`src/rtl/hazard_pkg.sv`:
```
// Shared constants and helpers for the latency-aware hazard scoreboard.
package hazard_pkg;

  localparam int unsigned RS1_LSB = 15;
  localparam int unsigned RS2_LSB = 20;
  localparam int unsigned RD_LSB  = 7;
  localparam int unsigned REG_AW  = 5;

  // Countdown width needed to hold latencies 0..max_lat.
  function automatic int unsigned lat_w(input int unsigned max_lat);
    return $clog2(max_lat + 1);
  endfunction

endpackage

```
`src/rtl/hazard_cnt_slot.sv`:
```
// One scoreboard entry: a down-counter with load that holds an in-flight result's remaining latency.
module hazard_cnt_slot #(
  parameter int unsigned W = 4
) (
  input  logic         clk,
  input  logic         rst_n,
  input  logic         set_i,
  input  logic [W-1:0] set_val_i,
  output logic [W-1:0] cnt_o,
  output logic         nz_o
);

  logic [W-1:0] cnt_q, cnt_d;

  // A load from a newly issued producer wins over the decrement.
  always_comb begin
    cnt_d = cnt_q;
    if (set_i) begin
      cnt_d = set_val_i;
    end else if (cnt_q != '0) begin
      cnt_d = cnt_q - W'(1);
    end
  end

  always_ff @(posedge clk or negedge rst_n) begin
    if (!rst_n) begin
      cnt_q <= '0;
    end else begin
      cnt_q <= cnt_d;
    end
  end

  assign cnt_o = cnt_q;
  assign nz_o  = (cnt_q != '0);

endmodule

```
`src/rtl/hazard_scoreboard.sv`:
```
// Latency-aware RAW/WAW hazard unit for the in-order pipeline: stalls ID against in-flight results
// tracked per register and counts stall cycles.
module hazard_scoreboard
  import hazard_pkg::*;
#(
  parameter int unsigned NREG    = 32,
  parameter int unsigned MAX_LAT = 8,
  parameter int unsigned CNT_W   = 32,
  localparam int unsigned LATW   = lat_w(MAX_LAT)
) (
  input  logic             clk,
  input  logic             rst_n,
  input  logic [31:0]      ir_ID,
  input  logic             id_valid,
  input  logic             id_use_rs1,
  input  logic             id_use_rs2,
  input  logic             id_rd_we,
  input  logic [LATW-1:0]  id_lat,
  input  logic             flush,
  output logic             stall,
  output logic             issue,
  output logic [NREG-1:0]  pending,
  output logic [CNT_W-1:0] stall_cycles
);

  localparam logic [LATW-1:0] LatMax = LATW'(MAX_LAT);

  logic [REG_AW-1:0] rs1, rs2, rd;
  logic [LATW-1:0]   lat_eff;
  logic [LATW-1:0]   cnt [NREG];
  logic              raw_hz, waw_hz, wr_en;
  logic              unused_ir;

  assign rs1 = ir_ID[RS1_LSB +: REG_AW];
  assign rs2 = ir_ID[RS2_LSB +: REG_AW];
  assign rd  = ir_ID[RD_LSB +: REG_AW];
  assign unused_ir = ^{ir_ID[31:25], ir_ID[14:12], ir_ID[6:0]};

  // Out-of-range latencies are treated as the slowest legal unit.
  assign lat_eff = (id_lat > LatMax) ? LatMax : id_lat;

  assign raw_hz = (id_use_rs1 && (cnt[rs1] != '0)) || (id_use_rs2 && (cnt[rs2] != '0));
  // A younger write must not land before an older one still in flight.
  assign waw_hz = id_rd_we && (rd != '0) && (cnt[rd] > lat_eff);

  assign stall = id_valid && !flush && (raw_hz || waw_hz);
  assign issue = id_valid && !flush && !stall;

  // Zero-latency results are forwardable at once, so they never occupy an entry.
  assign wr_en = issue && id_rd_we && (rd != '0) && (lat_eff != '0);

  assign cnt[0]     = '0;
  assign pending[0] = 1'b0;

  for (genvar r = 1; r < NREG; r++) begin : g_slot
    localparam logic [REG_AW-1:0] Idx = REG_AW'(r);
    hazard_cnt_slot #(
      .W (LATW)
    ) u_slot (
      .clk       (clk),
      .rst_n     (rst_n),
      .set_i     (wr_en && (rd == Idx)),
      .set_val_i (lat_eff),
      .cnt_o     (cnt[r]),
      .nz_o      (pending[r])
    );
  end

  logic [CNT_W-1:0] stall_cycles_q, stall_cycles_d;

  always_comb begin
    stall_cycles_d = stall_cycles_q;
    if (stall && !(&stall_cycles_q)) begin
      stall_cycles_d = stall_cycles_q + CNT_W'(1);
    end
  end

  always_ff @(posedge clk or negedge rst_n) begin
    if (!rst_n) begin
      stall_cycles_q <= '0;
    end else begin
      stall_cycles_q <= stall_cycles_d;
    end
  end

  assign stall_cycles = stall_cycles_q;

endmodule

```
`config.mk`:
```
export PLATFORM = sky130hd
export DESIGN_NAME = hazard_scoreboard
export DESIGN_NICKNAME = d
export VERILOG_FILES = /design/src/rtl/hazard_pkg.sv /design/src/rtl/hazard_cnt_slot.sv /design/src/rtl/hazard_scoreboard.sv
export SDC_FILE = /design/constraint.sdc
export NUM_CORES = 1
export LEC_CHECK = 0
export BUFFER_PORTS_ARGS = -buffer_cell sky130_fd_sc_hd__buf_2
export CAP_MARGIN = 25
export CORE_MARGIN = 2
export CORE_UTILIZATION = 55
export CTS_CLUSTER_DIAMETER = 30
export DETAILED_ROUTE_END_ITERATION = 6
export GPL_ROUTABILITY_DRIVEN = 0
export PLACE_DENSITY = 0.89
export SLEW_MARGIN = 20
export SYNTH_ARGS = -nofsm -noshare
export SYNTH_HDL_FRONTEND = slang
export SYNTH_SLANG_ARGS = --single-unit
```
`constraint.sdc`:
```
create_clock -name clk -period 4.95 [get_ports clk]
set_input_delay 0.7425 -clock clk [delete_from_list [all_inputs] [get_ports clk]]
set_output_delay 0.7425 -clock clk [all_outputs]
set_load 0.005 [all_outputs]
```
======== After elaboration in Yosys (flattened, before gate mapping) ========
Index checks and enable logic that the tools add are counted.
word-level totals
  bits in latches ......................... 0
  ROM bits ................................ 0
  output and inout port bits .............. 66
  register bits ........................... 156
  memories kept ........................... 0
  bits in writable memories ............... 0
  bits of input ports ..................... 43
  word-level logic and storage cells ...... 289
operators by class
  multiply operators ...................... 0
  multiplexer cells ....................... 72
  divide/modulo/power cells ............... 0
  bitwise logic cells ..................... 3
  equal/unequal tests ..................... 31
  add/sub/neg operators ................... 32
  order comparisons ....................... 5
  reduce and logical (&&, ||, !) cells .... 114
  shifts and indexed selects .............. 0
operators with widths
  kind                     count
  $mux W4                  69
  $reduce_bool A4 Y1       34
  $sub A4 B1 Y4 const B    31
  $eq A5 B5 Y1 const B     16
  $reduce_bool A2 Y1       31
  $bmux W4 S5              3
  $logic_and A1 B1 Y1      42
  $eq A5 B4 Y1 const B     8
  $add A32 B1 Y32 const B  1
  $reduce_and A32 Y1       1
  $eq A5 B3 Y1 const B     4
  $ge A6 B6 Y1 const B     3
  $not A5 Y6               3
  $eq A5 B2 Y1 const B     2
  $eq A5 B1 Y1 const B     1
  $reduce_bool A5 Y1       1
  $gt A4 B4 Y1             1
  $gt A4 B4 Y1 const B     1
  $logic_not A1 Y1         3
  $logic_or A1 B1 Y1       2

======== Depth between registers and ports, before layout ========
  word-level depth ........................ 16
  mapped depth ............................ 19

======== Cells and area by module ========
From an unflattened synthesis, not the netlist that was laid out.
second synthesis, totals
  cells, all modules ...................... 1203
  area total of the unflattened synthesis .. 11756.3 um2
by module, submodules not included
  module             seq. area each (um2)  times used  cells each  area each (um2)
  hazard_cnt_slot    100.1                 31          26          251.5
  hazard_scoreboard  800.8                 1           397         3960.0

======== Least setup slack after synthesis ========
No wires, ideal clock.
  path kind ............................... input -> output
  from .................................... input port ir_ID[7]
  to ...................................... output port stall
  required time ........................... 4.208 ns
  arrival time ............................ 4.258 ns
  stages on the path ...................... 14
  slack ................................... -0.051 ns
  cell sequence ........................... buf_1 -> mux4_2 -> mux4_2 -> mux2_2 -> ha_1 -> nor2b_1 -> o21a_1 -> o21a_1 -> o21ai_0 -> nand4b_1 -> nor3_2 -> buf_4 -> buf_2 -> nor2_1
between the ends
  word-level cells in the longest chain between the ends .. 8
  elaborated cells on any way between the ends .. 10
  those cells by class .................... 1 x order compare; 3 x mux; 1 x bitwise; 5 x reduce/logical
ends and longest elaborated chain
  item                                         line                     RTL
  start: declaration                           hazard_scoreboard.sv:13  input logic [31:0] ir_ID,
  $not A5 Y6 (implied by the code)             hazard_scoreboard.sv:44  assign waw_hz = id_rd_we && (rd != '0) && (cnt[rd] > lat_eff);
  $bmux W4 S5                                  hazard_scoreboard.sv:44
  $mux W4 (implied by the code) (2 in series)  hazard_scoreboard.sv:44
  $gt A4 B4 Y1                                 hazard_scoreboard.sv:44
  $logic_and A1 B1 Y1 (*)                      hazard_scoreboard.sv:44
  $logic_or A1 B1 Y1 (*)                       hazard_scoreboard.sv:46  assign stall = id_valid && !flush && (raw_hz || waw_hz);
  $logic_and A1 B1 Y1 (*)                      hazard_scoreboard.sv:46
  end: declaration                             hazard_scoreboard.sv:20  output logic stall,
Every way passes the cells marked *; elsewhere a longest branch is shown, timed or not. The select of a mux whose other input is x is not followed.

======== Final worst setup path ========
  from .................................... input port ir_ID[8]
  to ...................................... output port issue
between the ends
  word-level cells in the longest chain between the ends .. 10
  elaborated cells on any way between the ends .. 12
  those cells by class .................... 1 x order compare; 3 x mux; 1 x bitwise; 7 x reduce/logical
ends and longest elaborated chain
  item                                         line                     RTL
  $not A5 Y6 (implied by the code)             hazard_scoreboard.sv:44
  $bmux W4 S5                                  hazard_scoreboard.sv:44
  $mux W4 (implied by the code) (2 in series)  hazard_scoreboard.sv:44
  $gt A4 B4 Y1                                 hazard_scoreboard.sv:44
  $logic_and A1 B1 Y1 (*)                      hazard_scoreboard.sv:44
  $logic_or A1 B1 Y1 (*)                       hazard_scoreboard.sv:46
  $logic_and A1 B1 Y1 (*)                      hazard_scoreboard.sv:46
  $logic_not A1 Y1 (*)                         hazard_scoreboard.sv:47  assign issue = id_valid && !flush && !stall;
  $logic_and A1 B1 Y1 (*)                      hazard_scoreboard.sv:47
  end: declaration                             hazard_scoreboard.sv:21  output logic issue,
Marked as above.

==> impl_metrics.ini <==
[power_and_ir_drop]
p_int_uw = 4310
clockPowerShare_pct = 18.3
power.switching_uw = 3180
power_uw = 7490
switching_share_pct = 42.5
power.density_mw_per_mm2 = 597
leakagePower_uw = 0.00660
pwr-share-seq_pct = 36.1
peakVddDrop_mv = 0.349
pwr-share-comb_pct = 45.6

[worst_setup_path]
required_ns = 4.21
endpoint_kind = primary output
crit_path_start_kind = primary input
worstPathArrival_ns = 4.16
worstSetupPathType = primary input to primary output
crit_family = multiplexers
path_max_fanout = 27
slowest_stage = mux4_2
critical_path.max_stage_delay_ns = 0.50
crit_chain = clkbuf_4 > mux4_2 > mux4_2 > mux2_2 > ha_1 > nor2b_1 > o21a_1 > o21a_1 > o21ai_0 > nand4b_1 > nor4_2 > buf_4 > buf_2
critPathBufInv = 3

[sta]
tightest_slew_ns = 0.872
slew_headroom_pct = 41.3
min_period_ns = 4.90
finalClockSkew_ns = 0.0109
finalHoldViolCount = 0
fmax_mhz = 204
worst_slack_ns = 0.0513
fin_crit_sh_pct = 99.0
finalSetupViolCount = 0
slew_viol_final = 0
whs_ns = 0.261

[global_routing]
grt_first_pass_wirelength_microns = 50300
grt.overflow.total = 0
grt_max_degree = 107
antenna_found_initial = 0
track_usage_pct = 29.3
first_global_vias = 9694

[route]
dr_wl_met3_microns = 3120
drc = 0
wl_met1_microns = 11600
drtAntennaViolNets = 0
wirelength_microns = 31200
dr.max_layer_used = met4
via_per_inst = 6.47
drtPass1Iterations = 5
wl_met2_microns = 15200
drt-wirelength-per-cell_microns = 21.0
drt-initial-drc-count = 1048
vias = 9643

[synthesis]
ys_seq_area_share_pct = 34.5
synth_area_sq_mm = 0.0113
yosysUniqueCellTypes = 61
mappedNetlistNets = 1260
ys_async_sr_fraction_pct = 100
ys_ff_latch = 156
ys.flop_type = dfrtp_1
synth_edf_count = 0
synth_warnings = 0
synth_cells = 1150
syn_area_per_cell_sq_um = 9.83

[final_layout]
drive_gt1_share_pct = 17.8
nets = 1319
diodes = 0
final_core_utilization_pct = 62.0
synthToLayoutAreaGrowth_pct = 11.0

[clock_network]
ctsRootBufferMaster = clkbuf_16
clock-sinks = 156
numCtsBuffers = 17
cts_setup_buffers = 0
cts-htree-levels = 4
cts.clk_slew.worst_paths_ns = 0.06
cts_tree = built
cts_buffer_depth = 2
insertion_delay_ns = 0.44
cts_hold_buf = 0

[die]
fp.dieArea_sq_mm = 0.0217
start_util_pct = 55.9
pin_count = 109
die_y_microns = 147
num_rows = 52
die_w_microns = 147
core_area_sq_mm = 0.0202

[job]
maxCapViolCount = 0

[run_status]
status = completed

[place]
portBuffers = 90
hpwlAfterDp_microns = 21500
dpl_worst_slack_ns = -0.104

[hold_path]
min_path_type = primary input to async pin
-- state kept, by name, indices dropped and copies added, names as in the netlist --
name / flops
g_slot.u_slot.cnt_o: 124
stall_cycles: 32
-- through the flow --
step,setup TNS (ns),cell area [sq um],instances
global placement,0,11900,1459
CTS,0,12500,1489
detailed placement,-1.58,11900,1459
global route,-0.00664,12500,1490
finish,0,12500,1490
floorplan,0,11300,1150
-- per-layer routing --
layer / up-vias / track usage [%]
met1: 4715 / 35.9
li1: 4198 / -
met5: - / 0
met4: 0 / 13.4
met2: 594 / 49.3
met3: 136 / 7.05
-- power by group through the flow --
| stage | Combinational (uW) | Sequential (uW) | Clock [uW] |
|---|---|---|---|
| after floorplan | 2680 | 2410 | 0 |
| after global placement | 3070 | 2620 | 0 |
| after detailed placement | 3340 | 2660 | 0 |
| after CTS | 3400 | 2660 | 1380 |
| after global routing | 3830 | 2780 | 1430 |
| final | 3420 | 2700 | 1370 |
-- cell usage after synthesis, types with 8 or more instances --
library cell,number,share of area [%]
or4_1,8,0.53
mux2i_1,135,12
ha_1,67,7.4
mux4_2,42,8.4
buf_2,9,0.40
nor2_1,51,1.7
nand2b_1,9,0.50
inv_1,69,2.3
buf_4,33,2.2
nor4_1,33,1.8
or3_1,28,1.5
nor3_1,62,2.7
xnor2_1,31,2.4
o21ai_0,42,1.9
a21oi_1,33,1.5
nand4_1,31,1.7
dfrtp_1,156,35
xor2_1,61,4.7
nand2_1,119,4.0
nand3_1,11,0.49
nand2_4,9,0.90
clkbuf_1,33,1.1
buf_1,8,0.27
-- cells in the final DEF (no fill, tap or decap), types with 3 or more instances in the layout --
master,instances
nand2_1,119
mux4_2,42
nand3_1,11
xnor2_1,31
mux2i_1,135
and2_1,3
or4_1,8
nand2_4,9
ha_1,67
nand2b_1,9
buf_4,32
nor2_1,51
a21oi_1,33
and3_1,5
dfrtp_1,156
nor3b_1,5
clkbuf_16,17
o31ai_1,3
o221ai_1,3
or3_1,28
nor4_1,32
nor3_1,62
inv_1,69
and4_1,5
o21ai_0,42
or2_2,3
xor2_1,61
buf_2,87
mux2_2,5
nand4_1,31
bufinv_16,3
a211oi_1,5
-- cell type report --
type                    instances  area (sq um)
clock buffers                  20           457
clock inverters                10           141
fillers                      1599          7690
inverters                      70           263
multi-input cells             840          6690
flip-flops and latches        156          3900
well taps                     270           338
repair buffers                124           753
-- worst paths after layout --
kind / slack (ns) / depth (start not counted) / from / to
min in group clk: 0.48 / 1 / stall_cycles[12] / stall_cycles[12]
max: 0.05 / 13 / ir_ID[8] / issue
max reg2reg: 0.62 / 15 / g_slot[11].u_slot.cnt_o[1] / g_slot[11].u_slot.cnt_o[2]
min: 0.26 / 1 / rst_n / stall_cycles[11]
min reg2reg: 0.48 / 1 / stall_cycles[12] / stall_cycles[12]
max in group asynchronous: 3.58 / 3 / rst_n / g_slot[24].u_slot.cnt_o[1]
-- timing repair --
action                                  4_1_cts  5_1_grt
endpoints found under the hold margin         0        0
endpoints found under the setup margin        2        2
resized for setup                             1        3
cloned                                        0        0
-- logic make-up after synthesis --
| kind of cell | after synthesis | share of synthesized area, % |
|---|---|---|
| adders and majority gates | 67 | 7.42 |
| other | 1 | 0.0332 |
| AOI/OAI and AO/OA | 104 | 5.39 |
| muxes | 183 | 20.9 |
| buffers and inverters | 154 | 6.38 |
| and+or+nand+nor | 393 | 18.2 |
| xor gates and xnor gates | 92 | 7.13 |
| DFF | 156 | 34.5 |
No activity file was read; power rests on OpenSTA's default activity.
